<file path="src/rtl/lsu_bus_ctrl.sv">
// Load/store bus controller: turns a decoded memory access into one
// req/gnt (+ rvalid) bus transaction and holds the core stalled until it ends.
module lsu_bus_ctrl #(
  parameter int TIMEOUT = 64,
  parameter int CNT_W   = 7
) (
  input  logic        clk,
  input  logic        rst,
  input  logic        mem_read,
  input  logic        mem_write,
  input  logic [2:0]  ld_op,
  input  logic [1:0]  memwritefrmt,
  input  logic [31:0] addr,
  input  logic [31:0] wdata,
  output logic        stall,
  output logic        done,
  output logic [31:0] rdata,
  output logic        misalign,
  output logic        bus_err,
  output logic        bus_req,
  output logic        bus_we,
  output logic [31:0] bus_addr,
  output logic [3:0]  bus_be,
  output logic [31:0] bus_wdata,
  input  logic        bus_gnt,
  input  logic        bus_rvalid,
  input  logic [31:0] bus_rdata
);

  localparam logic [1:0] IDLE   = 2'd0;
  localparam logic [1:0] REQ    = 2'd1;
  localparam logic [1:0] WAIT_R = 2'd2;
  localparam logic [1:0] DONE   = 2'd3;

  localparam logic [CNT_W-1:0] TO_CNT = CNT_W'(TIMEOUT);

  logic [1:0]       state;
  logic [CNT_W-1:0] cnt;
  logic [CNT_W-1:0] cnt_inc;
  logic             mis_q;
  logic             err_q;

  // Access context captured when the access is accepted in IDLE.
  logic             is_load_q;
  logic [2:0]       ld_op_q;
  logic [1:0]       off_q;
  logic [31:2]      waddr_q;
  logic [3:0]       be_q;
  logic [31:0]      wdata_q;
  logic [31:0]      rdata_q;

  logic             start;
  logic             mis_now;
  logic [35:0]      lanes_now;
  logic             in_req;

  // Size code: loads use ld_op[1:0], stores the width code; 00 byte,
  // 01 half, anything else is a full word.
  function automatic logic is_misaligned(input logic load, input logic [2:0] op,
                                         input logic [1:0] fmt, input logic [1:0] o);
    logic [1:0] sz;
    sz = load ? op[1:0] : fmt;
    case (sz)
      2'b00:   return 1'b0;
      2'b01:   return o[0];
      default: return |o;
    endcase
  endfunction

  // Byte enables and lane-replicated write data for a store.
  function automatic logic [35:0] store_lanes(input logic [1:0] fmt, input logic [1:0] o,
                                              input logic [31:0] d);
    logic [3:0] be;
    case (fmt)
      2'b00: begin
        be = 4'b0001 << o;
        return {be, {4{d[7:0]}}};
      end
      2'b01: begin
        be = o[1] ? 4'b1100 : 4'b0011;
        return {be, {2{d[15:0]}}};
      end
      default: return {4'b1111, d};
    endcase
  endfunction

  // Select the addressed lane of the returned word and extend it.
  function automatic logic [31:0] ext_load(input logic [2:0] op, input logic [1:0] o,
                                           input logic [31:0] d);
    logic [31:0] sh;
    logic [7:0]  b;
    logic [15:0] h;
    sh = d >> {o, 3'b000};
    b  = sh[7:0];
    h  = sh[15:0];
    case (op)
      3'b000:  return {{24{b[7]}}, b};
      3'b001:  return {{16{h[15]}}, h};
      3'b100:  return {24'b0, b};
      3'b101:  return {16'b0, h};
      default: return d;
    endcase
  endfunction

  assign start     = mem_read | mem_write;
  assign mis_now   = is_misaligned(mem_read, ld_op, memwritefrmt, addr[1:0]);
  assign lanes_now = store_lanes(memwritefrmt, addr[1:0], wdata);
  assign cnt_inc   = cnt + 1'b1;
  assign in_req    = (state == REQ);

  assign stall     = ((state == IDLE) & start) | (state == REQ) | (state == WAIT_R);
  assign done      = (state == DONE);
  assign rdata     = done ? rdata_q : 32'h0;
  assign misalign  = done & mis_q;
  assign bus_err   = done & err_q;
  assign bus_req   = in_req;
  assign bus_we    = in_req & ~is_load_q;
  assign bus_addr  = in_req ? {waddr_q, 2'b00} : 32'h0;
  assign bus_be    = in_req ? be_q : 4'h0;
  assign bus_wdata = in_req ? wdata_q : 32'h0;

  // Control FSM, timeout counter and completion flags.
  always_ff @(posedge clk) begin
    if (rst) begin
      state <= IDLE;
      cnt   <= '0;
      mis_q <= 1'b0;
      err_q <= 1'b0;
    end else begin
      case (state)
        IDLE: begin
          if (start) begin
            mis_q <= mis_now;
            err_q <= 1'b0;
            state <= mis_now ? DONE : REQ;
          end
        end
        REQ: begin
          if (bus_gnt) begin
            cnt   <= '0;
            state <= is_load_q ? WAIT_R : DONE;
          end
        end
        WAIT_R: begin
          if (bus_rvalid) begin
            state <= DONE;
          end else begin
            cnt <= cnt_inc;
            if (cnt_inc == TO_CNT) begin
              err_q <= 1'b1;
              state <= DONE;
            end
          end
        end
        default: state <= IDLE;
      endcase
    end
  end

  // Access context and load result; qualified by state, so no reset needed.
  always_ff @(posedge clk) begin
    if ((state == IDLE) && start) begin
      is_load_q <= mem_read;
      ld_op_q   <= ld_op;
      off_q     <= addr[1:0];
      waddr_q   <= addr[31:2];
      be_q      <= mem_read ? 4'b1111 : lanes_now[35:32];
      wdata_q   <= mem_read ? 32'h0 : lanes_now[31:0];
      rdata_q   <= 32'h0;
    end else if ((state == WAIT_R) && bus_rvalid) begin
      rdata_q   <= ext_load(ld_op_q, off_q, bus_rdata);
    end
  end

endmodule

</file>
<file path="config.mk">
export PLATFORM = sky130hd
export DESIGN_NAME = lsu_bus_ctrl
export DESIGN_NICKNAME = d
export VERILOG_FILES = /design/src/rtl/lsu_bus_ctrl.sv
export SDC_FILE = /design/constraint.sdc
export NUM_CORES = 1
export LEC_CHECK = 0
export CORE_MARGIN = 5
export CORE_UTILIZATION = 45
export DETAILED_ROUTE_END_ITERATION = 10
export GPL_TIMING_DRIVEN = 0
export PLACE_DENSITY = 0.86
export SKIP_LAST_GASP = 1
export SLEW_MARGIN = 20
export SYNTH_ARGS = -nofsm -noshare
export SYNTH_HDL_FRONTEND = slang
export SYNTH_SLANG_ARGS = --single-unit
</file>
<file path="constraint.sdc">
create_clock -name clk -period 3.6 [get_ports clk]
set_input_delay 0.36 -clock clk [delete_from_list [all_inputs] [get_ports clk]]
set_output_delay 0.36 -clock clk [all_outputs]
set_load 0.02 [all_outputs]
</file>
==> reports/metrics.sh, run 1 <==
MIN_DELAY_PATH_CLASS='reg -> reg'
GLOBAL_ROUTE.OVERFLOW_TOTAL=0
RUN_STATUS='completed'
CRIT_PATH_MAX_FANOUT=10
POSTSYNTHCELLCOUNT=580
FIN_CRIT_SH_PCT=86.6
GRT_PASS1_WL_UM=28600
GPL.FINAL_WEIGHTED_CONGESTION=0.930
TIMING_MAX_TRANSITION_VIOLATIONS_FINAL=0
DRC=0
INSERTEDDIODECOUNT=0
P_LEAK_uW=0.00322
NUMCLOCKSINKS=115
CLK_PIN_SLEW_PS=60
CRITICAL_PATH.CELL_CHAIN='inv_1 > ha_1 > clkbuf_1 > clkbuf_1 > and2_1 > clkdlybuf4s50_1'
CRITICAL_PATH.N_BUFFERS_INVERTERS=4
FINISH.UTILIZATION_PCT=68.9
FINAL_HOLD_VIOLATIONS=0
CP_COMMON_CELL='clkbuf_1'
SLEW-LIMIT-HEADROOM_PCT=51.4
MAX-VDD-IR-DROP_mV=0.450
CLOCK_TREE_FROM_TRITONCTS='done'
DRT-TOTAL-WL_UM=18300
PERIOD_MINUS_SLACK_PS=3120
CAP_VIOLATIONS=0
YS_TYPES=51
CRITPATHMAXSTAGEDELAY_PS=630
GRT_MAX_DEGREE=82
SYNTH.AVG_CELL_AREA_UM2=9.84
WORST_PIN_SLEW_PS=729
WIRE_PER_INST_UM=18.4
DETAILEDROUTE.FIRSTPASSITERATIONCOUNT=5
SYNTH_ENABLE_FLOP_CELLS=72
ROUTE.VIAS.TOTAL=5218
POST_CTS_HOLD_BUFFER_COUNT=0
FINISH.NET_COUNT=921
DRIVE_GT1_SHARE_PCT=5.96
CTS.ROOT.BUFFER_CELL='clkbuf_16'
SYNTH.YOSYS.SEQ_AREA_SHARE_PCT=53.0
SETUP_TNS_PS=0
IO_PINS=213
POST-CTS-SETUP-BUFFER-COUNT=0
CRITICAL_PATH_CLASS='reg -> out'
DIE_W_UM=123
DPL.CELL_COUNT=962
DIEAREA_UM2=15000
TIMING.HOLD.WS_PS=449
FINAL-SETUP-VIOL-COUNT=0
PATH_DELAY_FAMILY='buffers and inverters'
FLOORPLAN.CORE_AREA_UM2=12500
DETAIL_ROUTE.VIAS_PER_CELL=5.25
WORST_EP_REQUIRED_TIME_PS=3240
POSTROUTEANTENNANETS=0
GRT_SETUP_UNREPAIRED='false'
CPMAXSTAGEDELAYCELL='clkdlybuf4s50_1'
MAX_FREQ_MHz=321
YS.WARNINGS.COUNT=0
SYNTH_ASYNC_SR_FLOP_SHARE_PCT=0
WORST_SETUP_PATH_START_KIND='flop'
FP.DIEH_UM=123
GRT_USAGE_PCT=24.9
CTS_RESIZED=0
CTS_MAX_PATH_BUFFERS=2
START_UTIL_PCT=45.6
FIRST_GLOBAL_VIAS=5436
CP-END-KIND='primary output'
DP_HPWL_UM=13700
SYNTH_SEQ_CELLS=115
CTS_MADE_BUFFERS=17
SYNTHFLOPTYPE='edfxtp_1'
DRT_ITER0_MARKERS=417
STD_CELL_ROWS=41
SYN2LAYOUT_AREA_GROWTH_PCT=51.1
P_PER_AREA_nW_PER_UM2=677
PORTBUFFERS=209
SYN-CELL-AREA_UM2=5710
ANTENNA_VIOLATIONS_BEFORE_REPAIR=0
CTS.HTREE.LEVELS=4
POST_LAYOUT_NONFILLER_INSTANCES=994
FILLERINSTANCES=1021
CP_DATA_ARRIVAL_TIME_PS=2760
TIMING.CLOCK.SKEW_PS=8.71
WORST_SKEW_PAIR.LATE_LATENCY_PS=400
==> cells in the final DEF (no fill, tap or decap), drive strengths merged, types with 3 or more instances in the layout <==
master         netlist  layout
buf                 10      10
nor2                55      55
clkinv               1       7
inv                  3       3
clkbuf              32      52
a211o                3       3
a221oi               8       8
bufinv               0       4
and2               102     102
o221ai               7       7
nand3                4       4
nor2b               17      17
nand2               40      40
nor3                 6       6
ha                   5       5
mux2i               26      26
o21ai               46      46
nor3b                4       4
a21oi               73      73
edfxtp              72      72
dfxtp               43      43
clkdlybuf4s50        0     209
==> final cells by class <==
| cell class | instances | area (um^2) | area share (%) |
|---|---|---|---|
| sequential | 115 | 3020 | 35.1 |
| multi-input combinational | 420 | 2480 | 28.8 |
| timing repair buffer | 209 | 2090 | 24.3 |
| clock buffer | 20 | 437 | 5.07 |
| tap | 172 | 215 | 2.50 |
| buffer | 42 | 189 | 2.19 |
| clock inverter | 12 | 163 | 1.89 |
| inverter | 4 | 20.0 | 0.232 |
==> sequential cells by signal, indices dropped and copies added, names as in the netlist, 2 cells and up <==
name and cells:
be_q 4, cnt 7, ld_op_q 3, off_q 2, rdata_q 32, state 2
waddr_q 30, wdata_q 32
==> worst paths after layout <==
check / startpoint / cells past startpoint / end / slack, ps
max: state[1] / 6 / bus_wdata[15] / 480
min: rdata_q[4] / 2 / rdata_q[4] / 450
min reg2reg: rdata_q[4] / 2 / rdata_q[4] / 450
max reg2reg: state[0] / 5 / rdata_q[7] / 1500
==> routing by layer <==
| layer | global-route usage [%] | vias up | share of wire (%) | wire length [um] |
|---|---|---|---|---|
| met2 | 41.9 | 247 | 50 | 9120 |
| met5 | 0 | - | 0 | 0 |
| met3 | 8.25 | 43 | 9.0 | 1640 |
| met1 | 29.1 | 2436 | 38 | 6960 |
| li1 | - | 2492 | - | - |
| met4 | 11.0 | 0 | 3.1 | 563 |
==> power by group <==
part / total (uW) / switching, uW / internal [uW]
Sequential: 2060 / 142 / 1910
Combinational: 2050 / 1210 / 839
Clock: 1730 / 584 / 1150
Total: 5840 / 1940 / 3900
==> synthesized netlist by cell type (2+ instances only) <==
master,count,area [um^2]
and3_1,2,12.5
edfxtp_1,72,2160
or3_1,2,12.5
buf_1,2,7.51
dfxtp_1,43,861
ha_1,5,62.6
buf_4,3,22.5
nor2b_1,16,100
nor2_1,55,206
clkbuf_1,31,116
buf_6,2,22.5
a21oi_1,72,360
o21ai_0,44,220
a221oi_1,7,61.3
a21o_1,2,15.0
o221ai_1,7,61.3
nor3_1,6,30.0
nand2_1,39,146
mux2i_1,26,260
buf_2,3,15.0
nand3_1,4,20.0
nor3b_1,3,22.5
a211o_1,3,26.3
inv_1,3,11.3
nand4_1,2,12.5
and2_1,101,632
==> stage by stage <==
stage | total power [uW] | cell area, um^2 | setup WS, ps
floorplan | 3210 | 5710 | 400
global placement | 4070 | 8020 | -1100
detailed placement | 4120 | 8020 | 564
CTS | 5870 | 8620 | 416
global route | 6140 | 8620 | 289
finish | 5840 | 8620 | 481
==> cell families after synthesis <==
kind of cell               count (synthesis)  synth area share, %
DFF                                      115                 53.0
adders and majority gates                  5                 1.10
other                                      1               0.0657
and+or+nand+nor                          241                 22.6
AOI/OAI and AO/OA                        144                 14.6
buffers and inverters                     46                 3.57
xor gates and xnor gates                   1                0.154
muxes                                     27                 4.96
==> worst min-delay path, cell delays in order (launching register included) <==
cell	delay (ps)
dfxtp_1	300
nand2_1	50
a21oi_1	50
Note: power is estimated with default switching activity, not from simulation.
==> inputs of run 2 (changes only) <==
==> constraint.sdc (replaced) <==
create_clock -name clk -period 3.6 [get_ports clk]
set_input_delay 1.08 -clock clk [delete_from_list [all_inputs] [get_ports clk]]
set_output_delay 1.08 -clock clk [all_outputs]
set_load 0.02 [all_outputs]
==> run 2 against run 1 <==
- design area grew 0.30%
- largest cell class unchanged
- sequential cell count is the same
- clock power shrank 5%
- non-clock buffer count is the same
- highest routed layer unchanged
- maximum frequency shrank 11%
- register-to-register slack lost 150 ps
- power shrank 1.5%
==> reports/metrics.sh, run 2 (synthesis results as in run 1) <==
RUN_STATUS='completed'
TIMING_MAX_TRANSITION_VIOLATIONS_FINAL=0  # unchanged
CP-END-KIND='primary output'
CRITPATHMAXSTAGEDELAY_PS=610  # -20 ps
FIN_CRIT_SH_PCT=97.8  # +11 points
SLEW-LIMIT-HEADROOM_PCT=52.6  # +1.2 points
ANTENNA_VIOLATIONS_BEFORE_REPAIR=0  # unchanged
STD_CELL_ROWS=41  # unchanged
DRT-TOTAL-WL_UM=17600  # -3.7%
FILLERINSTANCES=971  # -4.9%
MOST-COMMON-LAYOUT-CELLS='clkdlybuf4s50_1 (199), and2_1 (101), a21oi_1 (72), edfxtp_1 (72), nor2_1 (55)'
POSTROUTEANTENNANETS=0  # unchanged
TIMING.HOLD.WORST_PATH_DEPTH=2  # unchanged
CRITICAL_PATH_CLASS='reg -> out'
WORST_EP_REQUIRED_TIME_PS=2520  # -720 ps
DP_HPWL_UM=13200  # -3.5%
DRC=0  # unchanged
IO_PINS=213  # unchanged
CRIT-REG2REG-LAUNCH='state[0]'
WORST_SKEW_PAIR.LATE_LATENCY_PS=420  # +20 ps
CRITICAL_PATH.CELL_CHAIN='ha_1 > clkbuf_2 > and2_1 > clkdlybuf4s50_1'
MAX-VDD-IR-DROP_mV=0.355  # -21%
TIMING.CLOCK.SKEW_PS=8.16  # -0.554 ps
PATH_DELAY_FAMILY='buffers and inverters'
WIRE_PER_INST_UM=17.7  # -3.7%
PORTBUFFERS=209  # unchanged
WORST_SLACK_PS=79.9  # -401 ps
START_UTIL_PCT=45.6  # unchanged
FINAL-SETUP-VIOL-COUNT=0  # unchanged
CTS_MAX_PATH_BUFFERS=2  # unchanged
FP.DIEH_UM=123  # unchanged
DIE_W_UM=123  # unchanged
CTS_MADE_BUFFERS=17  # unchanged
CLOCK_TREE_FROM_TRITONCTS='done'
SYN2LAYOUT_AREA_GROWTH_PCT=51.6
INSERTEDDIODECOUNT=0  # unchanged
DRIVE_GT1_SHARE_PCT=7.54  # +1.6 points
DIEAREA_UM2=15000  # unchanged
NUMCLOCKSINKS=115  # unchanged
SETUP_SLACK_AFTER_PLACEMENT_PS=-881  # -1450 ps
CAP_VIOLATIONS=0  # unchanged
CTS.HTREE.LEVELS=4  # unchanged
CPMAXSTAGEDELAYCELL='clkdlybuf4s50_1'
CTS.ROOT.BUFFER_CELL='clkbuf_16'
FINAL_HOLD_VIOLATIONS=0  # unchanged
P_LEAK_uW=0.00341  # +5.7%
HOLD_ENDPOINT='rdata_q[1]'
PERIOD_MINUS_SLACK_PS=3520  # +401 ps
GRT_PASS1_WL_UM=27600  # -3.4%
CRITICAL_PATH.N_BUFFERS_INVERTERS=2  # -2
FIRST_GLOBAL_VIAS=5458  # +0.40%
CRIT-REG2REG-CAPTURE='rdata_q[7]'
CRITICAL_PATH_CELL_COUNT=4  # -2
WORST_SETUP_PATH_START_KIND='flop'
R2R.WORST_PATH.CELLS=6  # +1
GRT_MAX_DEGREE=82  # unchanged
CP_DATA_ARRIVAL_TIME_PS=2440  # -320 ps
FLOORPLAN.CORE_AREA_UM2=12500  # unchanged
BIGGESTREGSBYFLOPS='rdata_q x32, wdata_q x32, waddr_q x30'
CRIT_PATH_MAX_FANOUT=10  # unchanged
REG2REG_SETUP_SLACK_PS=1350  # -150 ps
GRT_SETUP_UNREPAIRED='true'
DRT_ITER0_MARKERS=349  # -16%
HOLDCRITSTARTPOINT='rdata_q[1]'
ROUTE.VIAS.TOTAL=5223  # +0.096%
MIN_DELAY_PATH_CLASS='reg -> reg'
GPL.FINAL_WEIGHTED_CONGESTION=0.890  # -4.2%
DETAILEDROUTE.FIRSTPASSITERATIONCOUNT=5  # unchanged
FINISH.NET_COUNT=921  # unchanged
GRT_USAGE_PCT=24.1  # -0.81 points
DETAIL_ROUTE.VIAS_PER_CELL=5.25  # about the same
P_PER_AREA_nW_PER_UM2=665  # -1.8%
MAX_FREQ_MHz=284  # -11%
FINAL_COMMON_CELL='clkdlybuf4s50_1'
POST-LAYOUT-TOTAL-POWER_uW=5750  # -1.5%
GLOBAL_ROUTE.OVERFLOW_TOTAL=0  # unchanged
WORST_PIN_SLEW_PS=710  # -18.5 ps
CLK_PIN_SLEW_PS=50  # about the same
==> run 2: cell count changes in the layout (fill, tap and decap cells not counted), moves of 2 or more <==
cell	delta
buf_2	+2
bufinv_16	-2
clkbuf_1	-10
clkbuf_2	+4
clkdlybuf4s50_1	-10
clkinv_1	-2
clkinv_4	+3
dlymetal6s2s_1	+10
inv_4	+3
==> run 2: timing repair <==
action,CTS,global route
setup buffers,1,0
hold buffers,0,0
pin swaps,1,0
endpoints found under the setup margin,45,27
resized for setup,9,14
==> run 2: metrics by stage <==
stage	setup TNS [ps]	instances	util (%)	hold WS (ps)	cell area (um^2)
2_1_floorplan	0	581	-	427	5710
3_3_place_gp	-34670	962	64.1	439	8020
3_5_place_dp	-881	962	64.1	441	8020
4_1_cts	-103	994	68.9	449	8620
5_1_grt	-53.4	994	69.1	471	8650
6_report	0	994	69.1	453	8650
==> run 2: worst register-to-register path, delay by kind of cell, from the launching register on <==
family | cells | cell delay (ps)
AOI/OAI and AO/OA | 2 | 540
DFF | 1 | 400
adders and majority gates | 1 | 280
buffers and inverters | 3 | 910
==> run 2: metal layers <==
metal | global-route usage, % | wire (um)
met2 | 41.0 | 8880
met3 | 9.17 | 1750
met1 | 27.2 | 6560
met4 | 10.1 | 422
met5 | 0 | 0
==> run 2: layout make-up <==
type | instances | area (um^2) | area share, %
Multi-Input combinational cell | 420 | 2490 | 28.8
Timing Repair Buffer | 210 | 2120 | 24.6
Inverter | 4 | 20.0 | 0.232
Sequential cell | 115 | 3020 | 35.0
Clock inverter | 13 | 133 | 1.53
Tap cell | 172 | 215 | 2.49
Buffer | 41 | 196 | 2.27
Clock buffer | 19 | 443 | 5.12
==> run 2: power breakdown <==
| group | total (uW) | leakage [uW] | internal [uW] | switching (uW) |
|---|---|---|---|---|
| combinational | 2050 | 0.00207 | 848 | 1200 |
| sequential | 2050 | 0.00105 | 1910 | 138 |
| clock | 1650 | 0.000288 | 1030 | 615 |
| total | 5750 | 0.00341 | 3790 | 1950 |
==> run 2: worst max path at each step <==
stage                        start   endpoint
after detailed placement  mem_read      stall
after CTS                 mem_read      stall
after global routing      state[0]  rdata[16]
after global placement    mem_read      stall
after floorplan           mem_read      stall
final                     state[0]  rdata[16]
